$ cat config.mk
export PLATFORM = sky130hd
export DESIGN_NAME = aes_kat_sequencer
export DESIGN_NICKNAME = d
export VERILOG_FILES = /design/src/rtl/aes_kat_sequencer.sv
export SDC_FILE = /design/constraint.sdc
export NUM_CORES = 1
export LEC_CHECK = 0
export CELL_PAD_IN_SITES_DETAIL_PLACEMENT = 0
export CELL_PAD_IN_SITES_GLOBAL_PLACEMENT = 1
export CORE_AREA = 3 3 461 463
export DETAILED_ROUTE_END_ITERATION = 6
export DIE_AREA = 0 0 464 466
export GPL_TIMING_DRIVEN = 0
export PLACE_DENSITY_LB_ADDON = 0.1
export SLEW_MARGIN = 15
export SYNTH_ARGS = -nofsm -noshare
export SYNTH_HDL_FRONTEND = slang
export SYNTH_SLANG_ARGS = --single-unit
$ cat constraint.sdc
create_clock -name clk -period 14.3 [get_ports clk]
set_input_delay 2.145 -clock clk [delete_from_list [all_inputs] [get_ports clk]]
set_output_delay 2.145 -clock clk [all_outputs]
set_load 0.01 [all_outputs]
$ cat src/rtl/aes_kat_sequencer.sv
// aes_kat_sequencer: table-driven AES known-answer self-test. It walks NUM_VECTORS
// table entries, issues each to the AES core, checks the ciphertext and the
// round-trip plaintext, and keeps saturating pass/fail counts, per-key-size
// status and the index of the first failure.
module aes_kat_sequencer #(
  parameter int NUM_VECTORS    = 3,
  parameter int TIMEOUT_CYCLES = 64,
  parameter int CNT_W          = 8,
  localparam int IDX_W = (NUM_VECTORS > 1) ? $clog2(NUM_VECTORS) : 1
) (
  input  logic             clk,
  input  logic             reset,
  input  logic             enable,
  input  logic             start,
  input  logic             loop_en,
  output logic [IDX_W-1:0] vec_idx,
  input  logic [127:0]     vec_plain,
  input  logic [255:0]     vec_key,
  input  logic [1:0]       vec_mode,
  input  logic [127:0]     vec_expect,
  output logic             core_start,
  input  logic             core_ready,
  output logic [127:0]     core_plain,
  output logic [255:0]     core_key,
  output logic [1:0]       core_mode,
  input  logic             core_done,
  input  logic [127:0]     core_cipher,
  input  logic [127:0]     core_decrypt,
  output logic             busy,
  output logic             done,
  output logic             pass_all,
  output logic [CNT_W-1:0] pass_count,
  output logic [CNT_W-1:0] fail_count,
  output logic [IDX_W-1:0] first_fail_idx,
  output logic             first_fail_vld,
  output logic [2:0]       mode_pass
);

  localparam int TMO_W = $clog2(TIMEOUT_CYCLES + 1);
  localparam logic [IDX_W-1:0] LAST_IDX = IDX_W'(NUM_VECTORS - 1);

  typedef enum logic [2:0] {
    S_IDLE, S_FETCH, S_ISSUE, S_WAIT, S_CHECK, S_DONE
  } state_t;

  state_t           state, state_nxt;
  logic [TMO_W-1:0] tmo_cnt;
  logic [127:0]     op_expect;
  logic [127:0]     res_cipher, res_decrypt;
  logic             bad_vec;    // illegal mode or core timeout: forced fail in CHECK
  logic [2:0]       mode_fail;  // a vector of this key size has failed during this run
  logic             last_vec, wait_expire, check_ok;

  function automatic logic [CNT_W-1:0] sat_inc(input logic [CNT_W-1:0] v);
    return (&v) ? v : v + CNT_W'(1);
  endfunction

  assign last_vec    = (vec_idx == LAST_IDX);
  assign wait_expire = !core_done && (tmo_cnt == TMO_W'(1));
  assign check_ok    = !bad_vec && (res_cipher == op_expect) && (res_decrypt == core_plain);

  assign busy       = (state != S_IDLE) && (state != S_DONE);
  assign done       = (state == S_DONE);
  assign core_start = (state == S_ISSUE);
  assign pass_all   = done && (fail_count == '0);

  // State register
  always_ff @(posedge clk or negedge reset) begin
    if (!reset) state <= S_IDLE;
    else        state <= state_nxt;
  end

  // Next-state logic; enable low holds the current state
  always_comb begin
    state_nxt = state;
    if (enable) begin
      unique case (state)
        S_IDLE, S_DONE: if (start) state_nxt = S_FETCH;
        S_FETCH:        state_nxt = (vec_mode == 2'd3) ? S_CHECK : S_ISSUE;
        S_ISSUE:        if (core_ready) state_nxt = S_WAIT;
        S_WAIT:         if (core_done || wait_expire) state_nxt = S_CHECK;
        S_CHECK:        state_nxt = (last_vec && !loop_en) ? S_DONE : S_FETCH;
        default:        state_nxt = S_IDLE;
      endcase
    end
  end

  // Operand latching, timeout, scoring and table walk
  always_ff @(posedge clk or negedge reset) begin
    if (!reset) begin
      vec_idx        <= '0;
      core_plain     <= '0;
      core_key       <= '0;
      core_mode      <= '0;
      op_expect      <= '0;
      bad_vec        <= 1'b0;
      tmo_cnt        <= '0;
      pass_count     <= '0;
      fail_count     <= '0;
      first_fail_idx <= '0;
      first_fail_vld <= 1'b0;
      mode_pass      <= '0;
      mode_fail      <= '0;
    end else if (enable) begin
      case (state)
        S_IDLE, S_DONE: begin
          if (start) begin
            vec_idx        <= '0;
            pass_count     <= '0;
            fail_count     <= '0;
            first_fail_vld <= 1'b0;
            mode_pass      <= '0;
            mode_fail      <= '0;
          end
        end
        S_FETCH: begin
          core_plain <= vec_plain;
          core_key   <= vec_key;
          core_mode  <= vec_mode;
          op_expect  <= vec_expect;
          bad_vec    <= (vec_mode == 2'd3);
        end
        S_ISSUE: begin
          if (core_ready) tmo_cnt <= TMO_W'(TIMEOUT_CYCLES);
        end
        S_WAIT: begin
          tmo_cnt <= tmo_cnt - TMO_W'(1);
          if (wait_expire) bad_vec <= 1'b1;
        end
        S_CHECK: begin
          if (check_ok) begin
            pass_count <= sat_inc(pass_count);
            if (core_mode != 2'd3 && !mode_fail[core_mode]) mode_pass[core_mode] <= 1'b1;
          end else begin
            fail_count <= sat_inc(fail_count);
            if (!first_fail_vld) begin
              first_fail_vld <= 1'b1;
              first_fail_idx <= vec_idx;
            end
            if (core_mode != 2'd3) begin
              mode_pass[core_mode] <= 1'b0;
              mode_fail[core_mode] <= 1'b1;
            end
          end
          // A wrap starts a fresh pass over the table; only the first-fail marker restarts
          if (last_vec) begin
            if (loop_en) begin
              vec_idx        <= '0;
              first_fail_vld <= 1'b0;
            end
          end else begin
            vec_idx <= vec_idx + IDX_W'(1);
          end
        end
        default: ;
      endcase
    end
  end

  // Result capture on the core strobe; a strobe after timeout is ignored
  always_ff @(posedge clk) begin
    if (enable && state == S_WAIT && core_done) begin
      res_cipher  <= core_cipher;
      res_decrypt <= core_decrypt;
    end
  end

endmodule

==> flow_summary.toml <==
[route]
first_iter_violations = 1017
drtPass1Iterations = 7
num_vias = 23525
wirelength_mm = 183
avgRoutedWirePerCell_um = 28.6
final_antenna_net_count = 0
post_drt_via_cell_ratio = 3.67
drc = 0

[sta]
setup_violations = 0
fin_tns_setup_ns = 0
fmax_mhz = 203
rsz0062_at_grt = "no"
fin_skew_ns = 0.0466
slew_headroom_pct = 18.0
finalHoldViolCount = 0
period_needed_ns = 4.93
slew_violations = 0
fin_ws_ns = 9.37
worst_pin_slew_ns = 1.23
period_share_pct = 34.4

[power_and_ir_drop]
leakage_nw = 19.4
peakVddDrop_mv = 0.118
powerDensity_nw_per_um2 = 206

[yosys]
ys_ff_latch = 808
ys_seq_area_share_pct = 67.3
syn_inst = 2125
syn_avg_cell_area_um2 = 15.0
synth_flop_cell = "dfrtp_1"
synthesis.nets = 2907
yosysWarnings = 0
async_flop_share_pct = 68.3
synth-edff-count = 256
synthesis.area_um2 = 31900
ys_types = 66

[worst_setup_path]
crit_path_max_fanout = 10
path_class = "reg2out"
cp.arrival_ns = 2.78
slowest_delay_ns = 0.63
start_kind = "flop"
cp_num_buf_inv = 3
critical-path-top-cell-by-count = "clkbuf_1"
r2r_slack_ns = 9.84
critPathCaptureType = "output port"
worstPathRequired_ns = 12.15
crit_slowest_cell = "clkdlybuf4s50_1"
path_cells = "clkbuf_1 -> clkbuf_1 -> and3b_1 -> nand4_1 -> nor4_1 -> clkdlybuf4s50_1"
crit_family = "buffers and inverters"

[global_route]
grt_pass1_vias = 24997
track_usage_pct = 16.5
grt_pass1_wl_mm = 240
grt_max_degree = 82
grt-ovfl-total = 0
antenna_found_initial = 151

[cells_and_area]
n_fill_cell = 22095
seq_area_um2 = 21500
multi_input_area_um2 = 9800
final_cell_mix = "clkdlybuf4s50_1 (1189), dfrtp_1 (552), mux2_2 (461)"
postLayoutCellArea_um2 = 52000
nets = 4247
drive_gt1_share_pct = 19.9
final_core_util_pct = 24.8
final_common_cell = "clkdlybuf4s50_1"
area.growth.synth_to_final_pct = 62.7

[cts]
cts_resized = 0
cts_root_buf = "clkbuf_16"
clkTransAtPathRegs_ns = 0.06
numClockSinks = 808
hold_buffers = 0
post_cts_buffers = 0
cts_tree = "done"
cts_max_level = 3
clk_path_buf_depth = 3
cts_buffers = 110
clk_latency_ns = 0.77

[status]
status = "completed"

[placed_design]
gp_congestion = 0.764
dp_slack_ns = 8.59
io_buffers = 1190
hpwl_mm = 151
placed_area_um2 = 48200

[floorplanning]
die_h_um = 466
dieWidth_um = 464
ios = 1191
die_area_um2 = 216000
num_rows = 168
core_region_area_um2 = 209000
initial_core_util_pct = 15.3

[hold_path]
hp-class = "reg2reg"

[flow_run]
cap_violations = 0
[synth_stat cells (all sizes together) (7+ instances only)]
master,n,share of area (%)
a2111o,9,0.32
a2111oi,7,0.21
a21oi,15,0.24
a22o,9,0.25
and3,7,0.14
buf,10,0.17
clkbuf,64,0.75
dfrtp,552,43
edfxtp,256,24
inv,105,1.2
mux2,463,16
nand2,81,0.95
nand2b,56,1.1
nand3,17,0.28
nand4,30,0.61
nor2,22,0.27
nor2b,43,0.84
nor4,42,0.86
o2111ai,16,0.44
o21ai,70,1.1
o22ai,33,0.65
o2bb2ai,8,0.22
xnor2,73,2.0
xor2,72,2.0
[worst min-delay path, stage by stage (launching register included)]
cell and delay (ns):
dfrtp_1 0.34, nand2_1 0.05, o41ai_1 0.06
[final timing paths]
check / from / to / cells past startpoint
max: state[1]$_DFFE_PN0P_ / pass_all / 6
max in group asynchronous: reset / core_key[75]$_DFFE_PN0P_ / 4
min in group asynchronous: reset / core_key[229]$_DFFE_PN0P_ / 1
min: mode_fail[0]$_DFFE_PN0P_ / mode_fail[0]$_DFFE_PN0P_ / 2
max reg2reg: core_plain[4]$_DFFE_PN0P_ / first_fail_idx[0]$_DFFE_PN0P_ / 8
min reg2reg: mode_fail[0]$_DFFE_PN0P_ / mode_fail[0]$_DFFE_PN0P_ / 2
[power breakdown]
group / switching [mW] / total, mW / internal (mW)
Clock: 1.17 / 2.81 / 1.64
Combinational: 1.94 / 4.11 / 2.17
Sequential: 0.593 / 3.80 / 3.21
[sequential cells by signal, summed over array words and instances, names as in the netlist, 2 cells and up]
register	count
core_key	256
fail_count	8
state	3
vec_idx	2
pass_count	8
res_cipher	128
mode_pass	3
first_fail_idx	2
core_mode	2
core_plain	128
op_expect	128
res_decrypt	128
tmo_cnt	7
mode_fail	3
[through the flow]
stage                     hold WS, ns  std cells  power (mW)
final                           0.478       6405        10.7
after detailed placement        0.466       6158        8.09
after global routing            0.510       6378        11.4
after floorplan                 0.443       2125        5.40
after global placement          0.465       6120        8.07
after CTS                       0.479       6366        11.0
[layer usage]
metal | global-route usage (%) | routed length (um) | vias to the layer above
met1 | 18.3 | 69600 | 11617
met2 | 29.2 | 93000 | 975
met5 | 0 | 647 | -
li1 | - | - | 10477
met4 | 3.25 | 3390 | 98
met3 | 7.22 | 16700 | 358
[final cells by class]
type | count | area share, %
Sequential cell | 808 | 41.4
Antenna cell | 39 | 0.188
Clock buffer | 179 | 6.30
Timing Repair Buffer | 1228 | 24.5
Clock inverter | 29 | 0.677
Inverter | 105 | 0.759
Buffer | 74 | 0.614
Tap cell | 2805 | 6.75
Multi-Input combinational cell | 1138 | 18.9
[logic make-up after synthesis]
kind of cell | synth area share, %
adders and majority gates | 0.196
and+or+nand+nor | 5.55
muxes | 16.4
DFF | 67.3
buffers and inverters | 2.15
xor gates and xnor gates | 3.98
AOI/OAI and AO/OA | 4.39
Note: power is estimated with default switching activity, not from simulation.
